File: src/rtl/down_timer_if.sv
// Control/status bundle for down_timer: load/start/stop/tick controls in,
// count, busy, terminal strobe and wrap count out.
interface down_timer_if #(parameter int bit_width = 16);
  logic                 clk_en;
  logic                 load_en;
  logic [bit_width-1:0] dIN;
  logic                 start;
  logic                 stop;
  logic                 auto_reload;
  logic [bit_width-1:0] dOUT;
  logic                 busy;
  logic                 done;
  logic [7:0]           wraps;

  modport master (
    output clk_en, load_en, dIN, start, stop, auto_reload,
    input  dOUT, busy, done, wraps
  );

  modport slave (
    input  clk_en, load_en, dIN, start, stop, auto_reload,
    output dOUT, busy, done, wraps
  );
endinterface

File: src/rtl/down_timer.sv
// Programmable down-counter with reload register, one-shot / auto-reload
// modes, pause/resume and a single-cycle terminal-count strobe.
module down_timer #(
  parameter int bit_width = 16
) (
  input  logic        clk,
  input  logic        rst,
  down_timer_if.slave bus
);

  typedef enum logic [1:0] {IDLE, RUN, HOLD, DONE} state_t;

  state_t               state, state_nxt;
  logic [bit_width-1:0] reload, reload_nxt;
  logic [bit_width-1:0] count, count_nxt;
  logic                 done, done_nxt;
  logic [7:0]           wraps, wraps_nxt;
  logic                 terminal;

  // Count of 0 in RUN is unreachable but is handled as terminal so it can never borrow.
  assign terminal = (count <= bit_width'(1));

  always_ff @(posedge clk or posedge rst) begin
    if (rst) begin
      state  <= IDLE;
      reload <= '0;
      count  <= '0;
      done   <= 1'b0;
      wraps  <= '0;
    end else begin
      state  <= state_nxt;
      reload <= reload_nxt;
      count  <= count_nxt;
      done   <= done_nxt;
      wraps  <= wraps_nxt;
    end
  end

  always_comb begin
    state_nxt  = state;
    reload_nxt = reload;
    count_nxt  = count;
    done_nxt   = 1'b0;
    wraps_nxt  = wraps;
    if (bus.load_en) begin
      reload_nxt = bus.dIN;
      count_nxt  = bus.dIN;
      wraps_nxt  = '0;
      state_nxt  = IDLE;
    end else if (bus.stop) begin
      // stop masks a simultaneous start in every state
      if (state == RUN) state_nxt = HOLD;
    end else if (bus.start && (reload != '0)) begin
      state_nxt = RUN;
      if (state == DONE || state == RUN) count_nxt = reload;
    end else if (state == RUN && bus.clk_en) begin
      if (terminal) begin
        done_nxt  = 1'b1;
        wraps_nxt = (wraps == 8'hFF) ? wraps : wraps + 8'd1;
        if (bus.auto_reload) begin
          count_nxt = reload;
        end else begin
          count_nxt = '0;
          state_nxt = DONE;
        end
      end else begin
        count_nxt = count - bit_width'(1);
      end
    end
  end

  assign bus.dOUT  = count;
  assign bus.busy  = (state == RUN) || (state == HOLD);
  assign bus.done  = done;
  assign bus.wraps = wraps;

endmodule

File: src/flat_wrapper.sv
// flat-port wrapper written by rule: the top's interface ports become plain ports
module down_timer_flat 
#(
  parameter int bit_width = 16
)
  (clk, rst, bus_clk_en, bus_load_en, bus_dIN, bus_start, bus_stop, bus_auto_reload, bus_dOUT, bus_busy, bus_done, bus_wraps);
  down_timer_if #(.bit_width(bit_width)) bus_i ();
  input  logic clk;
  input  logic rst;
  input wire logic [$bits(bus_i.clk_en)-1:0] bus_clk_en;
  input wire logic [$bits(bus_i.load_en)-1:0] bus_load_en;
  input wire logic [$bits(bus_i.dIN)-1:0] bus_dIN;
  input wire logic [$bits(bus_i.start)-1:0] bus_start;
  input wire logic [$bits(bus_i.stop)-1:0] bus_stop;
  input wire logic [$bits(bus_i.auto_reload)-1:0] bus_auto_reload;
  output wire logic [$bits(bus_i.dOUT)-1:0] bus_dOUT;
  output wire logic [$bits(bus_i.busy)-1:0] bus_busy;
  output wire logic [$bits(bus_i.done)-1:0] bus_done;
  output wire logic [$bits(bus_i.wraps)-1:0] bus_wraps;
  assign bus_i.clk_en = bus_clk_en;
  assign bus_i.load_en = bus_load_en;
  assign bus_i.dIN = bus_dIN;
  assign bus_i.start = bus_start;
  assign bus_i.stop = bus_stop;
  assign bus_i.auto_reload = bus_auto_reload;
  assign bus_dOUT = bus_i.dOUT;
  assign bus_busy = bus_i.busy;
  assign bus_done = bus_i.done;
  assign bus_wraps = bus_i.wraps;
  down_timer #(.bit_width(bit_width)) u_core (.clk(clk), .rst(rst), .bus(bus_i));
endmodule
File: config.mk
export PLATFORM = sky130hd
export DESIGN_NAME = down_timer_flat
export DESIGN_NICKNAME = d
export VERILOG_FILES = /design/src/rtl/down_timer_if.sv /design/src/rtl/down_timer.sv /design/src/flat_wrapper.sv
export SDC_FILE = /design/constraint.sdc
export NUM_CORES = 1
export LEC_CHECK = 0
export BUFFER_PORTS_ARGS = -buffer_cell sky130_fd_sc_hd__buf_2
export CELL_PAD_IN_SITES_DETAIL_PLACEMENT = 2
export CELL_PAD_IN_SITES_GLOBAL_PLACEMENT = 2
export CORE_AREA = 2 2 84 106
export CTS_BUF_LIST = sky130_fd_sc_hd__clkbuf_8
export DETAILED_ROUTE_END_ITERATION = 12
export DIE_AREA = 0 0 86 108
export GPL_TIMING_DRIVEN = 1
export PLACE_DENSITY_LB_ADDON = 0.1
export SYNTH_ARGS = -nofsm -noshare
export SYNTH_HDL_FRONTEND = slang
export SYNTH_SLANG_ARGS = --single-unit
export TNS_END_PERCENT = 20
File: constraint.sdc
create_clock -name clk -period 2.2 [get_ports clk]
set_input_delay 0.44 -clock clk [delete_from_list [all_inputs] [get_ports clk]]
set_output_delay 0.44 -clock clk [all_outputs]
set_load 0.01 [all_outputs]
# Word-level counts from Yosys, hierarchy flattened
# Index checks and enable logic that the tools add are counted.
# totals
out_inout_bits	26
register_bits	43
word_cells	56
inputBits	23
# op_classes
magnitude_cmp	1
n_eq_ne	10
add_sub_neg	2
reduce_logical	13
muxes	25
# op_table
op	count
$mux 16	7
$mux 8	6
$le 16x1->1 const B	1
$reduce_bool 16->1	1
$sub 16x1->16 const B	1
$mux 2	7
$add 8x1->8 const B	1
$eq 8x8->1 const B	1
$reduce_bool 4->1	2
$ne 2x2->1 const B	3
$mux 1	5
$reduce_and 5->1	1
$eq 2x2->1 const B	2
$ne 4x3->1 const B	1
$reduce_and 4->1	1
$reduce_bool 2->1	2
$ne 3x2->1 const B	1
$ne 3x3->1 const B	1
$reduce_and 3->1	1
$reduce_bool 3->1	1
$eq 2x1->1 const B	1
$logic_and 1x1->1	2
$logic_or 1x1->1	2

# Depth between registers and ports, before layout
# depth
ltp_word	7
mapped_depth	8
mapped_depth_nobuf	7

# Worst setup path after synthesis
# OpenSTA, ideal clock, no wires.
# synth_timing
path_type	reg-to-reg
startpoint	reg u_core.count[4] (netlist: u_core.bus.dOUT[4])
endpoint	reg u_core.state[1]
stages_incl_launch_ff	7
slack_ps	-152
path_buffers	1
arrival_ps	2286
required_time_ps	2134
synth_period_minus_slack_ps	2352
setup_time_ps	66
cell_sequence	dfrtp_1 > or4_1 > buf_4 > or3_4 > or4_4 > o21ai_2 > o221a_2
# synth_via
elab_chain_cells	3
# synth_lines
item	line_no	source
start, declared	down_timer.sv:15	logic [bit_width-1:0] count, count_nxt;
start signal, assigned	down_timer.sv:33	count <= count_nxt;
$le 16x1->1	down_timer.sv:21	assign terminal = (count <= bit_width'(1));
$reduce_bool 4->1 (no source line)	--	
$reduce_and 4->1 (no source line)	--	
end signal, assigned	down_timer.sv:31	state <= state_nxt;
end, declared	down_timer.sv:13	state_t state, state_nxt;
# Every way passes these cells.
# A chain may end at the register's enable or synchronous reset.

# Worst setup path after layout
# layout_timing
startpoint	reg u_core.reload[14]
endpoint	reg u_core.count[11] (netlist: u_core.bus.dOUT[11])
# layout_via
elab_chain_cells	5
word_cells_on_any_way	8
cone_classes	eq/ne: 1; mux: 3; reduce/logical: 4
# layout_lines
item	line_no	source
start, declared	down_timer.sv:14	logic [bit_width-1:0] reload, reload_nxt;
start signal, assigned	down_timer.sv:32	reload <= reload_nxt;
$reduce_bool 16->1 (*)	down_timer.sv:53	end else if (bus.start && (reload != '0)) begin
$logic_and 1x1->1 (*)	down_timer.sv:53	
$mux 16	down_timer.sv:53	
$mux 16	down_timer.sv:50	end else if (bus.stop) begin
$mux 16	down_timer.sv:45	if (bus.load_en) begin
# Mark *: on every way between the ends. The rest lies on a longest branch, timed or not. The select of a mux whose other input is x is not followed.

==> flow_metrics.env <==
export IMPL_outcome="finished, violations left"
export IMPL_violations="negative setup slack"
export IMPL_fin_skew_ps=10.3
export IMPL_drv_slew=0
export IMPL_rr_endpoint="u_core.bus.dOUT[11]"
export IMPL_wl_um=10200
export IMPL_dieArea_um2=9290
export IMPL_diodes=0
export IMPL_grt_overflow_total=0
export IMPL_syn_inst=266
export IMPL_hp_class="input port to asynchronous set/reset pin"
export IMPL_routed_top_layer="met4"
export IMPL_routedLengthMet1_um=4330
export IMPL_gr_usage_all_layers_pct=22.3
export IMPL_max_slew_worst_pin_slew_ps=394
export IMPL_worstReg2RegStart="u_core.reload[14]"
export IMPL_peakVddDrop_v=0.000244
export IMPL_syn_cell_area_um2=2600
export IMPL_clockRootBuffer="clkbuf_8"
export IMPL_p_leak_nw=1.64
export IMPL_routedWlPerCell_um=21.9
export IMPL_cts_tree="built"
export IMPL_synth_warnings=0
export IMPL_drtIter0Drc=77
export IMPL_grt_pass1_wl_um=15600
export IMPL_yosysTopAreaCell="dfrtp_1"
export IMPL_placementRows=37
export IMPL_wl_met3_um=225
export IMPL_drtPass1Iterations=4
export IMPL_place_area_um2=3380
export IMPL_critPathMaxFanout=9
export IMPL_wl_met2_um=5590
export IMPL_die_y_um=108
export IMPL_syn_avg_cell_area_um2=9.78
export IMPL_setup_viol=25
export IMPL_hold_violations=0
export IMPL_synth_nets=294
export IMPL_hpwlAfterDp_um=7260
export IMPL_coreArea_um2=8190
export IMPL_rsz0062_at_grt="true"
export IMPL_drc=0
export IMPL_reg2reg_slack_ps=-180
export IMPL_startpoint_type="flop"
export IMPL_grt_start_max_net_pins=44
export IMPL_area_growth_syn_to_layout_pct=41.0
export IMPL_chipWidth_um=86
export IMPL_vias=2621
export IMPL_grt_pass1_vias=2828
export IMPL_clock_latency_ps=310
export IMPL_cap_violations=0
export IMPL_synth_edf_count=0
export IMPL_cp_required_ps=2400
export IMPL_place_congestion=0.768
export IMPL_synthArstFlopShare_pct=100
export IMPL_critPathArrivalTime_ps=2580
export IMPL_fmax_ghz=0.420
export IMPL_viasPerCell=5.60
export IMPL_postLayoutCellArea_um2=3670
export IMPL_nets=398
export IMPL_dp_slack_ps=-204
export IMPL_ys_ff_latch=43
export IMPL_clkTransAtPathRegs_ps=90
export IMPL_io_pins=49
export IMPL_cts_buffer_depth=2
export IMPL_cts_buffers=5
export IMPL_synth_top_area_share_pct=41.3
export IMPL_ys_top_cells_by_area="dfrtp_1 (41%), mux2_2 (6.9%), a22oi_1 (4.3%)"
export IMPL_portBuffers=48
export IMPL_rr_worst_depth=4
export IMPL_yosysSeqAreaShare_pct=41.3
export IMPL_synth_distinct_cells=54
export IMPL_period_needed_ps=2380
export IMPL_grt_antenna_before_repair=0
export IMPL_utilization_pct=44.8
export IMPL_p_per_area_nw_per_um2=600
export IMPL_cts_sinks=43
export IMPL_period_share_pct=108
export IMPL_synthFlopType="dfrtp_1"
export IMPL_ant_nets=0
export IMPL_drive_gt1_share_pct=47.2
export IMPL_setup_tns_ps=-2520
export IMPL_fin_ws_ps=-182
export IMPL_end_kind="flop"
export IMPL_start_util_pct=31.8
export IMPL_slew_headroom_pct=73.7
export IMPL_timing_hold_ws_ps=168
export IMPL_htreeDepth=2
export IMPL_criticalPathCategory="flop to flop"
==> cells by family (layout without fill, tap and decap cells) <==
logic type	count (synthesis)	in the layout	synth area share, %
simple gates	88	89	18.1
compound gates	80	80	23.8
flops	43	43	41.3
buf+inv	25	129	4.38
mux	16	16	6.92
xor+xnor	9	9	3.03
fa+ha+maj	5	5	2.40
==> worst max path at each step <==
stage                         from                  end  slack (ps)  cells past startpoint
3_3_place_gp      u_core.reload[9]  u_core.bus.wraps[3]        -150                      5
4_1_cts           u_core.reload[6]   u_core.bus.dOUT[0]        -160                      6
5_1_grt           u_core.reload[6]  u_core.bus.dOUT[14]        -250                      5
2_1_floorplan   u_core.bus.dOUT[7]      u_core.state[1]        -100                      6
3_5_place_dp   u_core.bus.dOUT[10]  u_core.bus.wraps[0]        -200                      6
6_report         u_core.reload[14]  u_core.bus.dOUT[11]        -180                      4
==> cell usage after synthesis, types with 2 or more instances <==
cell	n
dfrtp_1	43
nor2_1	20
mux2_2	16
nand2_1	16
a22oi_1	15
a21oi_1	12
nand3_1	12
or4_1	12
clkbuf_1	10
inv_1	9
nor3_1	8
o21ai_0	7
xor2_1	7
o31ai_1	6
a221oi_1	5
ha_1	5
o211ai_1	4
a221o_1	3
a31oi_1	3
nor4_1	3
o21a_1	3
o22a_1	3
or3_1	3
and3_1	2
buf_1	2
buf_6	2
nand4_1	2
o211a_1	2
o311ai_0	2
o31a_1	2
o41a_1	2
or4_4	2
xnor2_1	2
==> report_power, final <==
| part | switching (W) | total [W] | leakage (nW) | internal (W) |
|---|---|---|---|---|
| combinational | 0.000358 | 0.000675 | 1.07 | 0.000317 |
| clock | 0.000307 | 0.000593 | 0.0505 | 0.000286 |
| sequential | 0.0000699 | 0.000934 | 0.524 | 0.000864 |
| total | 0.000735 | 0.00220 | 1.64 | 0.00147 |
==> metal layers <==
| layer | GRT usage [%] | vias up |
|---|---|---|
| met1 | 26.9 | 1338 |
| met3 | 2.29 | 8 |
| met2 | 42.1 | 42 |
| met5 | 0 | - |
| li1 | - | 1233 |
| met4 | 4.65 | 0 |
==> layout make-up <==
type | instances | area, µm²
multi-input combinational | 199 | 1560
inverter | 9 | 33.8
fill | 912 | 4520
sequential | 43 | 1080
timing repair buffer | 112 | 768
tap | 97 | 121
clock buffer | 7 | 96.3
clock inverter | 1 | 7.51
==> timing repair <==
item                       in CTS  in global routing
setup endpoints to repair      26                 26
gates resized for setup        21                 16
gates cloned                    1                  0
setup buffers                   3                  1
hold buffers                    0                  0
pin swaps                      12                  5
==> sequential cells by signal, summed over array words and instances (netlist names) <==
signal	count
u_core.bus.wraps	8
u_core.reload	16
u_core.state	2
u_core.bus.dOUT	16
u_core.bus.done	1
==> through the flow <==
stage               total power [W]  instances
floorplan                   0.00124        266
global placement            0.00156        455
detailed placement          0.00158        455
CTS                         0.00220        467
global route                0.00231        468
finish                      0.00220        468
==> placed cells by master, fill, tap and decap left out, drive strengths merged, types with 2 or more instances in the layout <==
master,count
a31oi,3
clkbuf,7
o22a,3
o41ai,2
nor4,3
xnor2,2
nand3,12
nand2,18
mux2,16
o41a,2
inv,9
o31a,2
xor2,7
dfrtp,43
buf,112
a22oi,15
a221oi,5
o311ai,2
and3,2
o31ai,6
a21oi,13
o21ai,8
o21a,3
o211a,2
a221o,3
or3,4
ha,5
nand4,2
o211ai,4
nor3,9
nor2,20
or4,14
==> worst max-delay path, stage by stage (launching register included) <==
cell     delay [ps]
dfrtp_1         420
or4_4           560
o41a_1          560
a211o_1         460
o22a_1          270
(Power assumes the default switching activity.)
